$ cat src/rtl/btn_evt_pkg.sv
// rtl/btn_evt_pkg.sv - shared event code layout, priority order and defaults for the button event queue
package btn_evt_pkg;

    localparam int DEFAULT_DEPTH = 8;

    // Event code: bit2 = press(1)/release(0), bits1:0 = button index.
    localparam int CODE_W       = 3;
    localparam int CODE_DIR_BIT = 2;
    localparam int CODE_IDX_MSB = 1;
    localparam int CODE_IDX_LSB = 0;

    // Pending bit layout doubles as the priority order: lowest set bit wins,
    // so presses 0..3 occupy bits 0..3 and releases 0..3 occupy bits 4..7.
    localparam logic [2:0] PRESS_BASE   = 3'd0;
    localparam logic [2:0] RELEASE_BASE = 3'd4;

    typedef struct packed {
        logic       hit;
        logic [2:0] bit_idx;
    } sel_t;

    function automatic sel_t pick_pending(input logic [7:0] pend);
        sel_t s;
        s.hit     = |pend;
        s.bit_idx = PRESS_BASE;
        for (int i = 7; i >= 0; i--) begin
            if (pend[i]) s.bit_idx = 3'(i);
        end
        return s;
    endfunction

    function automatic logic [CODE_W-1:0] code_of_bit(input logic [2:0] b);
        logic [CODE_W-1:0] c;
        c                            = '0;
        c[CODE_DIR_BIT]              = (b < RELEASE_BASE);
        c[CODE_IDX_MSB:CODE_IDX_LSB] = b[1:0];
        return c;
    endfunction

endpackage

$ cat src/rtl/btn_event_queue_if.sv
// rtl/btn_event_queue_if.sv - event output stream between the queue and its consumer
interface btn_event_queue_if;
    logic                           evt_valid;
    logic [btn_evt_pkg::CODE_W-1:0] evt_code;
    logic                           evt_ready;

    modport master (output evt_valid, output evt_code, input evt_ready);
    modport slave  (input evt_valid, input evt_code, output evt_ready);
endinterface

$ cat src/rtl/sync_fifo.sv
// rtl/sync_fifo.sv - single-clock FIFO; push while full is accepted only alongside a pop
module sync_fifo #(
    parameter int WIDTH = 3,
    parameter int DEPTH = 8
) (
    input  logic                       clk,
    input  logic                       rst,
    input  logic                       push,
    input  logic [WIDTH-1:0]           push_data,
    input  logic                       pop,
    output logic [WIDTH-1:0]           pop_data,
    output logic                       full,
    output logic                       empty,
    output logic [$clog2(DEPTH+1)-1:0] count
);
    localparam int AW = (DEPTH > 1) ? $clog2(DEPTH) : 1;
    localparam int CW = $clog2(DEPTH + 1);

    logic [WIDTH-1:0] mem [DEPTH];
    logic [AW-1:0]    wr_ptr;
    logic [AW-1:0]    rd_ptr;
    logic             do_push;
    logic             do_pop;

    assign full     = (count == CW'(DEPTH));
    assign empty    = (count == '0);
    assign do_pop   = pop && !empty;
    assign do_push  = push && (!full || do_pop);
    assign pop_data = empty ? '0 : mem[rd_ptr];

    always_ff @(posedge clk) begin
        if (rst && do_push) mem[wr_ptr] <= push_data;
    end

    // DEPTH is a power of two, so the pointers wrap on natural overflow.
    always_ff @(posedge clk) begin
        if (!rst) begin
            wr_ptr <= '0;
            rd_ptr <= '0;
            count  <= '0;
        end else begin
            if (do_push) wr_ptr <= wr_ptr + AW'(1);
            if (do_pop)  rd_ptr <= rd_ptr + AW'(1);
            if (do_push && !do_pop)      count <= count + CW'(1);
            else if (do_pop && !do_push) count <= count - CW'(1);
        end
    end
endmodule

$ cat src/rtl/btn_event_queue.sv
// rtl/btn_event_queue.sv - collects button edge pulses into pending bits and queues them by fixed priority
module btn_event_queue
    import btn_evt_pkg::*;
#(
    parameter int DEPTH = DEFAULT_DEPTH
) (
    input  logic                        clk,
    input  logic                        rst,
    input  logic [3:0]                  btnUpEdges_in,
    input  logic [3:0]                  btnDownEdges_in,
    btn_event_queue_if.master           evt,
    output logic [$clog2(DEPTH+1)-1:0]  evt_count,
    output logic                        overflow,
    input  logic                        overflow_clr
);
    logic [7:0]        pending;
    logic [7:0]        pulses;
    logic [7:0]        clr_mask;
    sel_t              sel;
    logic              pop;
    logic              push;
    logic              full;
    logic              empty;
    logic              ovf_set;
    logic [CODE_W-1:0] push_code;

    assign pulses    = {btnUpEdges_in, btnDownEdges_in};
    assign sel       = pick_pending(pending);
    assign pop       = evt.evt_valid && evt.evt_ready;
    assign push      = sel.hit && (!full || pop);
    assign push_code = code_of_bit(sel.bit_idx);
    assign evt.evt_valid = !empty;

    always_comb begin
        clr_mask = 8'b0;
        if (push) clr_mask = 8'b1 << sel.bit_idx;
    end

    // A pulse onto a bit that is being drained this cycle re-arms it and is not a loss.
    assign ovf_set = |(pulses & pending & ~clr_mask);

    always_ff @(posedge clk) begin
        if (!rst) begin
            pending  <= 8'b0;
            overflow <= 1'b0;
        end else begin
            pending  <= (pending & ~clr_mask) | pulses;
            overflow <= ovf_set | (overflow & ~overflow_clr);
        end
    end

    sync_fifo #(
        .WIDTH (CODE_W),
        .DEPTH (DEPTH)
    ) u_fifo (
        .clk       (clk),
        .rst       (rst),
        .push      (push),
        .push_data (push_code),
        .pop       (pop),
        .pop_data  (evt.evt_code),
        .full      (full),
        .empty     (empty),
        .count     (evt_count)
    );
endmodule
$ cat src/flat_wrapper.sv
// flat-port wrapper written by rule: the top's interface ports become plain ports
module btn_event_queue_flat import btn_evt_pkg::*;
#(
    parameter int DEPTH = DEFAULT_DEPTH
)
  (clk, rst, btnUpEdges_in, btnDownEdges_in, evt_count, overflow, overflow_clr, evt_evt_valid, evt_evt_code, evt_evt_ready);
  btn_event_queue_if evt_i ();
  input  logic clk;
  input  logic rst;
  input  logic [3:0] btnUpEdges_in;
  input  logic [3:0] btnDownEdges_in;
  output logic [$clog2(DEPTH+1)-1:0] evt_count;
  output logic overflow;
  input  logic overflow_clr;
  output wire logic [$bits(evt_i.evt_valid)-1:0] evt_evt_valid;
  output wire logic [$bits(evt_i.evt_code)-1:0] evt_evt_code;
  input wire logic [$bits(evt_i.evt_ready)-1:0] evt_evt_ready;
  assign evt_evt_valid = evt_i.evt_valid;
  assign evt_evt_code = evt_i.evt_code;
  assign evt_i.evt_ready = evt_evt_ready;
  btn_event_queue #(.DEPTH(DEPTH)) u_core (.clk(clk), .rst(rst), .btnUpEdges_in(btnUpEdges_in), .btnDownEdges_in(btnDownEdges_in), .evt(evt_i), .evt_count(evt_count), .overflow(overflow), .overflow_clr(overflow_clr));
endmodule
$ cat config.mk
export PLATFORM = sky130hd
export DESIGN_NAME = btn_event_queue_flat
export DESIGN_NICKNAME = d
export VERILOG_FILES = /design/src/rtl/btn_evt_pkg.sv /design/src/rtl/btn_event_queue_if.sv /design/src/rtl/sync_fifo.sv /design/src/rtl/btn_event_queue.sv /design/src/flat_wrapper.sv
export SDC_FILE = /design/constraint.sdc
export NUM_CORES = 1
export LEC_CHECK = 0
export BUFFER_PORTS_ARGS = -buffer_cell sky130_fd_sc_hd__buf_4
export CAP_MARGIN = 10
export CORE_MARGIN = 1
export CORE_UTILIZATION = 52
export DETAILED_ROUTE_END_ITERATION = 6
export GPL_ROUTABILITY_DRIVEN = 0
export HOLD_SLACK_MARGIN = 0.12
export PLACE_DENSITY_LB_ADDON = 0.08
export SETUP_SLACK_MARGIN = 0.5
export SLEW_MARGIN = 15
export SYNTH_ARGS = -nofsm -noshare
export SYNTH_HDL_FRONTEND = slang
export SYNTH_SLANG_ARGS = --single-unit
$ cat constraint.sdc
create_clock -name clk -period 2.7 [get_ports clk]
set_input_delay 0 -clock clk [delete_from_list [all_inputs] [get_ports clk]]
set_output_delay 0 -clock clk [all_outputs]
set_load 0.02 [all_outputs]
==> qor.yml, run 1 <==
outcome: "finished clean"
post-route-util: 0.714
dp_worst_setup_slack_ns: 0.216
pin_count: 21
worst_slack_ns: 0.326
dr_wl_met3_um: 159
die_w_um: 65.5
synth_warnings: 0
power.total_mw: 2.40
synth-simple-area-share: 0.145
drc: 0
placed_area_mm2: 0.00232
combPwrFrac: 0.437
switching_share: 0.341
final_cell_mix: "buf_4 (29), edfxtp_1 (24), dfxtp_1 (19), dlygate4sd3_1 (18), nor2_1 (16)"
synth-compound-area-share: 0.118
fin_nets: 238
synth_edf_count: 24
initial_core_util: 0.555
grt_pass1_vias: 1503
worstReg2RegStart: "u_core.u_fifo.count[1]"
arrival_ns: 2.60
min_to: "u_core.overflow"
setup_viol: 0
wl_mm: 4.03
clk_latency_ns: 0.29
clkTransAtPathRegs_ns: 0.08
setup_tns_ns: 0
startpoint_type: "register"
die-area_mm2: 0.00429
r2r_cells: 10
internal_power_mw: 1.58
io_buffers: 20
seq_power_share: 0.398
dp_hpwl_mm: 2.72
syn_avg_cell_area_um2: 12.1
ctsLongestPathBuffers: 2
drive_above_1_share: 0.271
fin_area_mm2: 0.00269
period_share: 0.879
grt_pass1_wl_mm: 6.87
via_per_inst: 5.52
antennaDiodeCount: 0
yosys.area_share.xor_xnor: 0.0293
ys_ff_latch: 46
core_area_mm2: 0.00377
met2WireLength_mm: 2.19
required_ns: 2.93
met1_length_mm: 1.64
path_max_fanout: 3
clockPowerShare: 0.165
synthFlopType: "edfxtp_1"
finClkSkew_ns: 0.00271
r2r_end: "u_core.u_fifo.count[3]"
antenna_found_initial: 0
vias: 1486
syn-cell-area_mm2: 0.00209
synthTopCellsByArea: "edfxtp_1 (34%), dfxtp_1 (21%), mux4_2 (6.5%), nor2_1 (3.0%), ha_1 (3.0%)"
critPathKind: "register to register"
track_usage: 0.213
cap_violations: 0
synth.largest_area_cell: "edfxtp_1"
synth.distinct_cells: 40
synth_top_area_frac: 0.344
yosysSeqAreaShare: 0.554
grt_max_degree: 23
synthArstFlopShare: 0
synthMuxAreaShare: 0.0884
endpoint_kind: "register"
syn_to_final_growth_pct: 28.5
min_period_ns: 2.37
drv_slew: 0
relSlewSlack: 0.646
power_density_mw_per_mm2: 891
p_leak_nw: 1.01
max_freq_mhz: 421
reg2reg_slack_ns: 0.33
final_common_cell: "buf_4"
highest_layer: "met4"
min_path_type: "input pin to register"
cts_sinks: 46
vdd_drop_max_mv: 0.684
first_iter_violations: 51
final-hold-violation-count: 0
fp-row-count: 22
ant_nets: 0
hold_start: "overflow_clr"
wl_per_cell_um: 15.0
synth_cells: 173
fp.dieH_um: 65.5
grt-ovfl-total: 0
synth_fp_nets: 191
cts_tree: "done"
cts_buffers: 5
cts_max_level: 2
synth-adder-area-share: 0.0394
first_pass_iters: 4
synth_top_family_by_area: "simple AND/OR/NAND/NOR gates"
hold_depth: 5
tightestPinTransition_ns: 0.529
p_sw_mw: 0.819
clock-root-buffer: "clkbuf_8"
rsz0062_at_grt: "true"
synthesized netlist by cell type (all sizes together), types with 2 or more instances:
master	instances
nand3	4
inv	5
xnor2	6
a21o	2
nand2	8
clkbuf	6
a21oi	5
and2	9
mux2i	5
o21a	8
o31a	2
a21boi	3
o41a	2
ha	5
nor3	3
nor2b	4
or3	2
o21ai	6
nor2	17
edfxtp	24
nor4	2
mux4	6
dfxtp	22
nand2b	4
layer usage:
layer  vias to the layer above  global-route usage
li1                        722                   -
met1                       716               0.257
met2                        44               0.387
met3                         4              0.0417
met4                         0              0.0489
met5                         -                   0
layout make-up:
| cell class | instances | area, um^2 |
|---|---|---|
| Timing Repair Buffer | 47 | 398 |
| Sequential cell | 46 | 1170 |
| Multi-Input combinational cell | 115 | 960 |
| Tap cell | 48 | 60.1 |
| Inverter | 5 | 21.3 |
| Fill cell | 260 | 1080 |
| Clock inverter | 2 | 10.0 |
| Clock buffer | 6 | 72.6 |
kinds of logic (layout without fill, tap and decap cells):
| kind of cell | Yosys count | after routing |
|---|---|---|
| xor+xnor | 7 | 7 |
| compound gates | 34 | 34 |
| simple gates | 57 | 57 |
| mux | 11 | 11 |
| fa+ha+maj | 6 | 6 |
| buf+inv | 12 | 60 |
| flops | 46 | 46 |
metrics by stage:
| stage | hold WS (ns) | cells |
|---|---|---|
| floorplan | 0.124 | 173 |
| global placement | 0.215 | 235 |
| detailed placement | 0.221 | 235 |
| CTS | 0.213 | 268 |
| global route | 0.261 | 269 |
| finish | 0.207 | 269 |
power by group through the flow:
stage,clock [mW],combinational [mW],sequential (mW)
final,0.395,1.05,0.954
after global routing,0.432,1.15,0.968
after CTS,0.403,0.995,0.956
after detailed placement,0,0.864,0.983
after global placement,0,0.835,0.975
after floorplan,0,0.633,0.967
critical path, cell delays in order, from the launching register on:
cell and delay, ns:
dfxtp_4 0.34, or3_4 0.41, o2bb2a_4 0.23, ha_4 0.17, inv_4 0.07, ha_4 0.19, a21o_1 0.18, a21oi_2 0.18
xnor2_2 0.10, or3_1 0.31, a21boi_1 0.13
how the worst max path moves through the flow:
stage | start | end | depth (start not counted)
6_report | u_core.u_fifo.count[1] | u_core.u_fifo.count[3] | 10
5_1_grt | u_core.u_fifo.count[1] | u_core.u_fifo.count[3] | 10
4_1_cts | u_core.u_fifo.count[0] | u_core.u_fifo.count[3] | 12
3_5_place_dp | u_core.u_fifo.count[1] | u_core.u_fifo.count[3] | 12
3_3_place_gp | u_core.u_fifo.count[1] | u_core.u_fifo.count[3] | 12
2_1_floorplan | u_core.u_fifo.count[1] | u_core.u_fifo.count[3] | 11
state kept, by name, summed over array words and instances (netlist names), named ones only:
register / count
u_core.u_fifo.mem: 24
u_core.overflow: 1
u_core.u_fifo.wr_ptr: 3
u_core.u_fifo.rd_ptr: 3
u_core.u_fifo.count: 4
u_core.pending: 8
repair_timing:
action / CTS / global route
resized for setup: 3 / 6
pin swaps: 6 / 10
setup buffers: 7 / 1
setup endpoints to repair: 2 / 5
hold endpoints to repair: 22 / 0
hold buffers: 18 / 0
No activity file was read; power rests on OpenSTA's default activity.
==> inputs of run 2 (changes only) <==
- CORE_UTILIZATION: 52 -> 62
- clock period: 2.7 -> 2.9 ns (I/O delays scaled with it)
==> run 2 against run 1 <==
Compared with the run above:
- register-to-register slack better by 0.21 ns
- die area is 16% lower
- clock skew is 0.00088 ns higher
- total power is 7.9% lower
- clock power is 4% lower
- global-route usage is 6.7 points higher
- maximum frequency is 0.35% higher
- core utilization is 13 points higher
- critical path type unchanged
- largest power group unchanged
==> qor.yml, run 2 (same netlist as run 1, synthesis figures left out) <==
min_path_type: "input pin to register"
drc: 0
final_common_cell: "buf_4"
clk_latency_ns: 0.35
relSlewSlack: 0.382
hold_start: "overflow_clr"
clock-root-buffer: "clkbuf_4"
setup_viol: 0
via_per_inst: 5.91
arrival_ns: 2.66
combPwrFrac: 0.420
first_iter_violations: 50
ctsLongestPathBuffers: 2
switching_share: 0.345
p_leak_nw: 0.987
final_cell_mix: "buf_4 (26), edfxtp_1 (24), dfxtp_1 (18), dlygate4sd3_1 (18), nor2_1 (16)"
min_period_ns: 2.37
tightestPinTransition_ns: 0.921
grt_max_degree: 23
top_regs: "u_core.u_fifo.mem: 24 flops, u_core.pending: 8 flops, u_core.u_fifo.count: 4 flops"
p_sw_mw: 0.763
finClkSkew_ns: 0.00359
drv_slew: 0
antenna_found_initial: 0
critPathKind: "register to register"
rsz0062_at_grt: "true"
endpoint_kind: "register"
path_max_fanout: 4
hold_slack_ns: 0.202
clockPowerShare: 0.172
wl_mm: 4.64
period_share: 0.816
fp-row-count: 20
largest_reg_flops: 24
first_pass_iters: 4
post-route-util: 0.844
max_freq_mhz: 423
ant_nets: 0
largest_register: "u_core.u_fifo.mem"
critPathMaxStageDelay_ns: 0.42
wl_per_cell_um: 17.7
fp.dieH_um: 60.1
final-hold-violation-count: 0
cts_sinks: 46
track_usage: 0.280
worstReg2RegStart: "u_core.u_fifo.count[2]"
grt-ovfl-total: 0
dp_hpwl_mm: 2.71
seq_power_share: 0.408
drive_above_1_share: 0.257
syn_to_final_growth_pct: 26.1
timing.critical_path.mode_cell: "inv_2"
die_w_um: 60.1
cts_max_level: 2
setup_tns_ns: 0
cts_buffers: 5
power_density_mw_per_mm2: 836
io_buffers: 20
cts_tree: "done"
antennaDiodeCount: 0
cp_slowest_cell: "or3_4"
startpoint_type: "register"
grt_pass1_wl_mm: 7.10
cap_violations: 0
fin_nets: 235
die-area_mm2: 0.00361
vias: 1548
crit_path_start: "u_core.u_fifo.count[2]"
outcome: "finished clean"
crit_chain: "or3_4, nor2_4, inv_2, nand2_4, ha_4, inv_2, ha_1, a21o_1, a21oi_2, xnor2_1, or3_1, a21boi_1"
grt_pass1_vias: 1545
core_area_mm2: 0.00313
clkTransAtPathRegs_ns: 0.12
internal_power_mw: 1.45
vdd_drop_max_mv: 0.717
initial_core_util: 0.670
pin_count: 21
required_ns: 3.19
## run 2: worst paths after layout
check / endpoint / slack, ns / cells after the start
max: u_core.u_fifo.count[3] / 0.53 / 12
max reg2reg: u_core.u_fifo.count[3] / 0.53 / 12
min: u_core.overflow / 0.20 / 5
min reg2reg: u_core.u_fifo.rd_ptr[1] / 0.56 / 2
## run 2: power groups by stage
stage	clock network, mW	logic, mW	registers, mW
finish	0.381	0.927	0.901
global route	0.404	1.01	0.912
CTS	0.383	0.879	0.897
detailed placement	0	0.795	0.917
global placement	0	0.770	0.906
floorplan	0	0.590	0.900
## run 2: cell type report
type / instances / area (um^2)
clock inverter: 2 / 37.5
clock buffer: 6 / 41.3
timing repair buffer: 44 / 375
tap: 44 / 55.1
inverter: 5 / 18.8
sequential: 46 / 1170
fill: 161 / 487
multi-input combinational: 115 / 940
## run 2: critical path: cells and delay by family, from the launching register on
| kind | cells | cell delay (ns) |
|---|---|---|
| and+or+nand+nor | 4 | 0.93 |
| buffers and inverters | 2 | 0.13 |
| DFF | 1 | 0.37 |
| adders and majority gates | 2 | 0.42 |
| xor gates and xnor gates | 1 | 0.08 |
| AOI/OAI and AO/OA | 3 | 0.39 |
## run 2: metal layers
metal	share of wire	global-route usage
met5	0	0
met4	0.023	0.120
met3	0.044	0.0519
met2	0.57	0.542
met1	0.37	0.286
## run 2: per-stage QoR
step	cells	setup slack [ns]	cell area [um^2]	total power, mW
6_report	262	0.534	2640	2.21
5_1_grt	262	0.423	2640	2.32
4_1_cts	259	0.520	2610	2.16
3_5_place_dp	230	0.435	2310	1.71
3_3_place_gp	230	0.515	2310	1.68
2_1_floorplan	173	0.509	2150	1.49
## run 2: what timing repair did
action                                  CTS  global route
setup buffers                             3             3
hold buffers                             18             0
gates resized for setup                   4             4
endpoints found under the setup margin    1             3
endpoints found under the hold margin    22             0
pin swaps                                 2             2
==> inputs of run 3 (changes only) <==
- CORE_UTILIZATION: 62 -> 58
- clock period: 2.9 -> 2.2 ns (I/O delays scaled with it)
==> run 3 against run 2 <==
Compared with the run above:
- the flow now finishes with violations (negative setup slack)
- final area up 9.5%
- global-route usage fell by 1.8 points
- combinational power increased by 70%
- sequential cell count did not move
- critical path type unchanged
- largest cell class unchanged
- maximum frequency fell by 0.81%
- via count rose by 3.6%
- hold slack worse by 0.093 ns
- sequential share of layout area shrank 3.6 points
==> qor.yml, run 3 (same netlist as run 1, synthesis figures left out) <==
stdcell_count: 280
antenna_found_initial: 0
grt_max_degree: 23
clkTransAtPathRegs_ns: 0.15
max_freq_mhz: 419
largest_register: "u_core.u_fifo.mem"
period_share: 1.08
grt_pass1_vias: 1561
largest_reg_flops: 24
cap_violations: 0
power_density_mw_per_mm2: 1130
clk_latency_ns: 0.38
top_regs: "u_core.u_fifo.mem: 24 flops, u_core.pending: 8 flops, u_core.u_fifo.count: 4 flops"
first_pass_iters: 4
first_iter_violations: 95
pin_count: 21
grt-ovfl-total: 0
outcome: "complete, but fails checks"
grt_pass1_wl_mm: 6.96
cts_sinks: 46
drv_slew: 0
rsz0062_at_grt: "true"
setup_viol: 3
via_per_inst: 5.73
fp-row-count: 21
ctsLongestPathBuffers: 2
cts_buffers: 5
tightestPinTransition_ns: 0.415
core_area_mm2: 0.00339
die-area_mm2: 0.00386
place_inst: 252
io_buffers: 20
vias: 1604
dp_hpwl_mm: 2.80
cts_max_level: 2
track_usage: 0.262
fp.dieH_um: 62.1
endpoint_kind: "register"
fin_nets: 251
critPathKind: "register to register"
cts_tree: "done"
vdd_drop_max_mv: 0.951
wl_per_cell_um: 17.8
final-hold-violation-count: 0
min_period_ns: 2.38
drc: 0
placed_area_mm2: 0.00248
required_ns: 2.52
relSlewSlack: 0.722
fin_area_mm2: 0.00289
wl_mm: 4.97
drive_above_1_share: 0.415
startpoint_type: "register"
syn_to_final_growth_pct: 38.1
path_max_fanout: 6
antennaDiodeCount: 0
finClkSkew_ns: 0.0226
worst_slack_ns: -0.185
initial_core_util: 0.618
p_leak_nw: 1.09
clock-root-buffer: "clkbuf_4"
violations: "negative setup slack"
final_common_cell: "buf_4"
min_path_type: "input pin to register"
die_w_um: 62.1
final_cell_mix: "buf_4 (45), edfxtp_1 (24), dfxtp_1 (15), dlygate4sd3_1 (10)"
arrival_ns: 2.70
ant_nets: 0
run 3: changes by cell type in the layout (fill, tap and decap cells not counted), sizes merged:
cell         delta
buf            +24
clkbuf          -1
clkinv          +1
clkinvlp        -1
dlygate4sd3     -8
inv             +1
run 3: power by group:
group / internal, mW / switching (mW) / total, mW
logic: 0.830 / 0.751 / 1.58
registers: 1.04 / 0.120 / 1.17
clock network: 0.241 / 0.286 / 0.528
total: 2.12 / 1.16 / 3.27
run 3: layout make-up:
cell class	count	area (um^2)
well taps	46	57.6
clock buffers	5	37.5
fillers	149	497
multi-input cells	115	1060
repair buffers	60	494
inverters	5	23.8
flip-flops and latches	46	1180
clock inverters	3	43.8
run 3: layer usage:
metal  wire [um]  vias to the layer above  global-route usage
met1        1920                      764               0.287
li1            -                      753                   -
met2        2700                       70               0.467
met4         119                        0               0.146
met3         230                       17              0.0580
met5           0                        -                   0
run 3: repair_timing:
action | CTS | global route
hold endpoints to repair | 22 | 0
pin swaps | 3 | 8
endpoints found under the setup margin | 39 | 36
setup buffers | 5 | 5
hold buffers | 10 | 0
resized for setup | 21 | 19
run 3: path summary, 6_finish.rpt:
check | from | endpoint | slack (ns) | cells past startpoint
min reg2reg | u_core.u_fifo.rd_ptr[1] | u_core.u_fifo.rd_ptr[1] | 0.54 | 2
min | overflow_clr | u_core.overflow | 0.11 | 5
max reg2reg | u_core.pending[6] | u_core.u_fifo.count[3] | -0.18 | 11
max | u_core.pending[6] | u_core.u_fifo.count[3] | -0.18 | 11
run 3: worst max-delay path: stages (launching register included):
cell      delay, ns
dfxtp_2        0.38
nor4_4         0.30
buf_4          0.18
o2bb2a_4       0.17
ha_4           0.17
inv_4          0.07
ha_4           0.19
a21o_1         0.17
a21oi_2        0.13
xnor2_1        0.08
or3_1          0.33
a21boi_2       0.16
run 3: per-stage QoR:
step                      power (mW)  setup TNS (ns)  worst slack [ns]  utilization  hold WS, ns
final                           3.27          -0.410            -0.185        0.853        0.109
after global routing            3.45          -0.613            -0.258        0.853        0.158
after detailed placement        2.44          -0.193            -0.193        0.731        0.224
after floorplan                 1.98          -0.191            -0.191            -        0.124
after CTS                       3.11          -0.119           -0.0757        0.821        0.134
after global placement          2.39         -0.0765           -0.0765        0.731        0.217
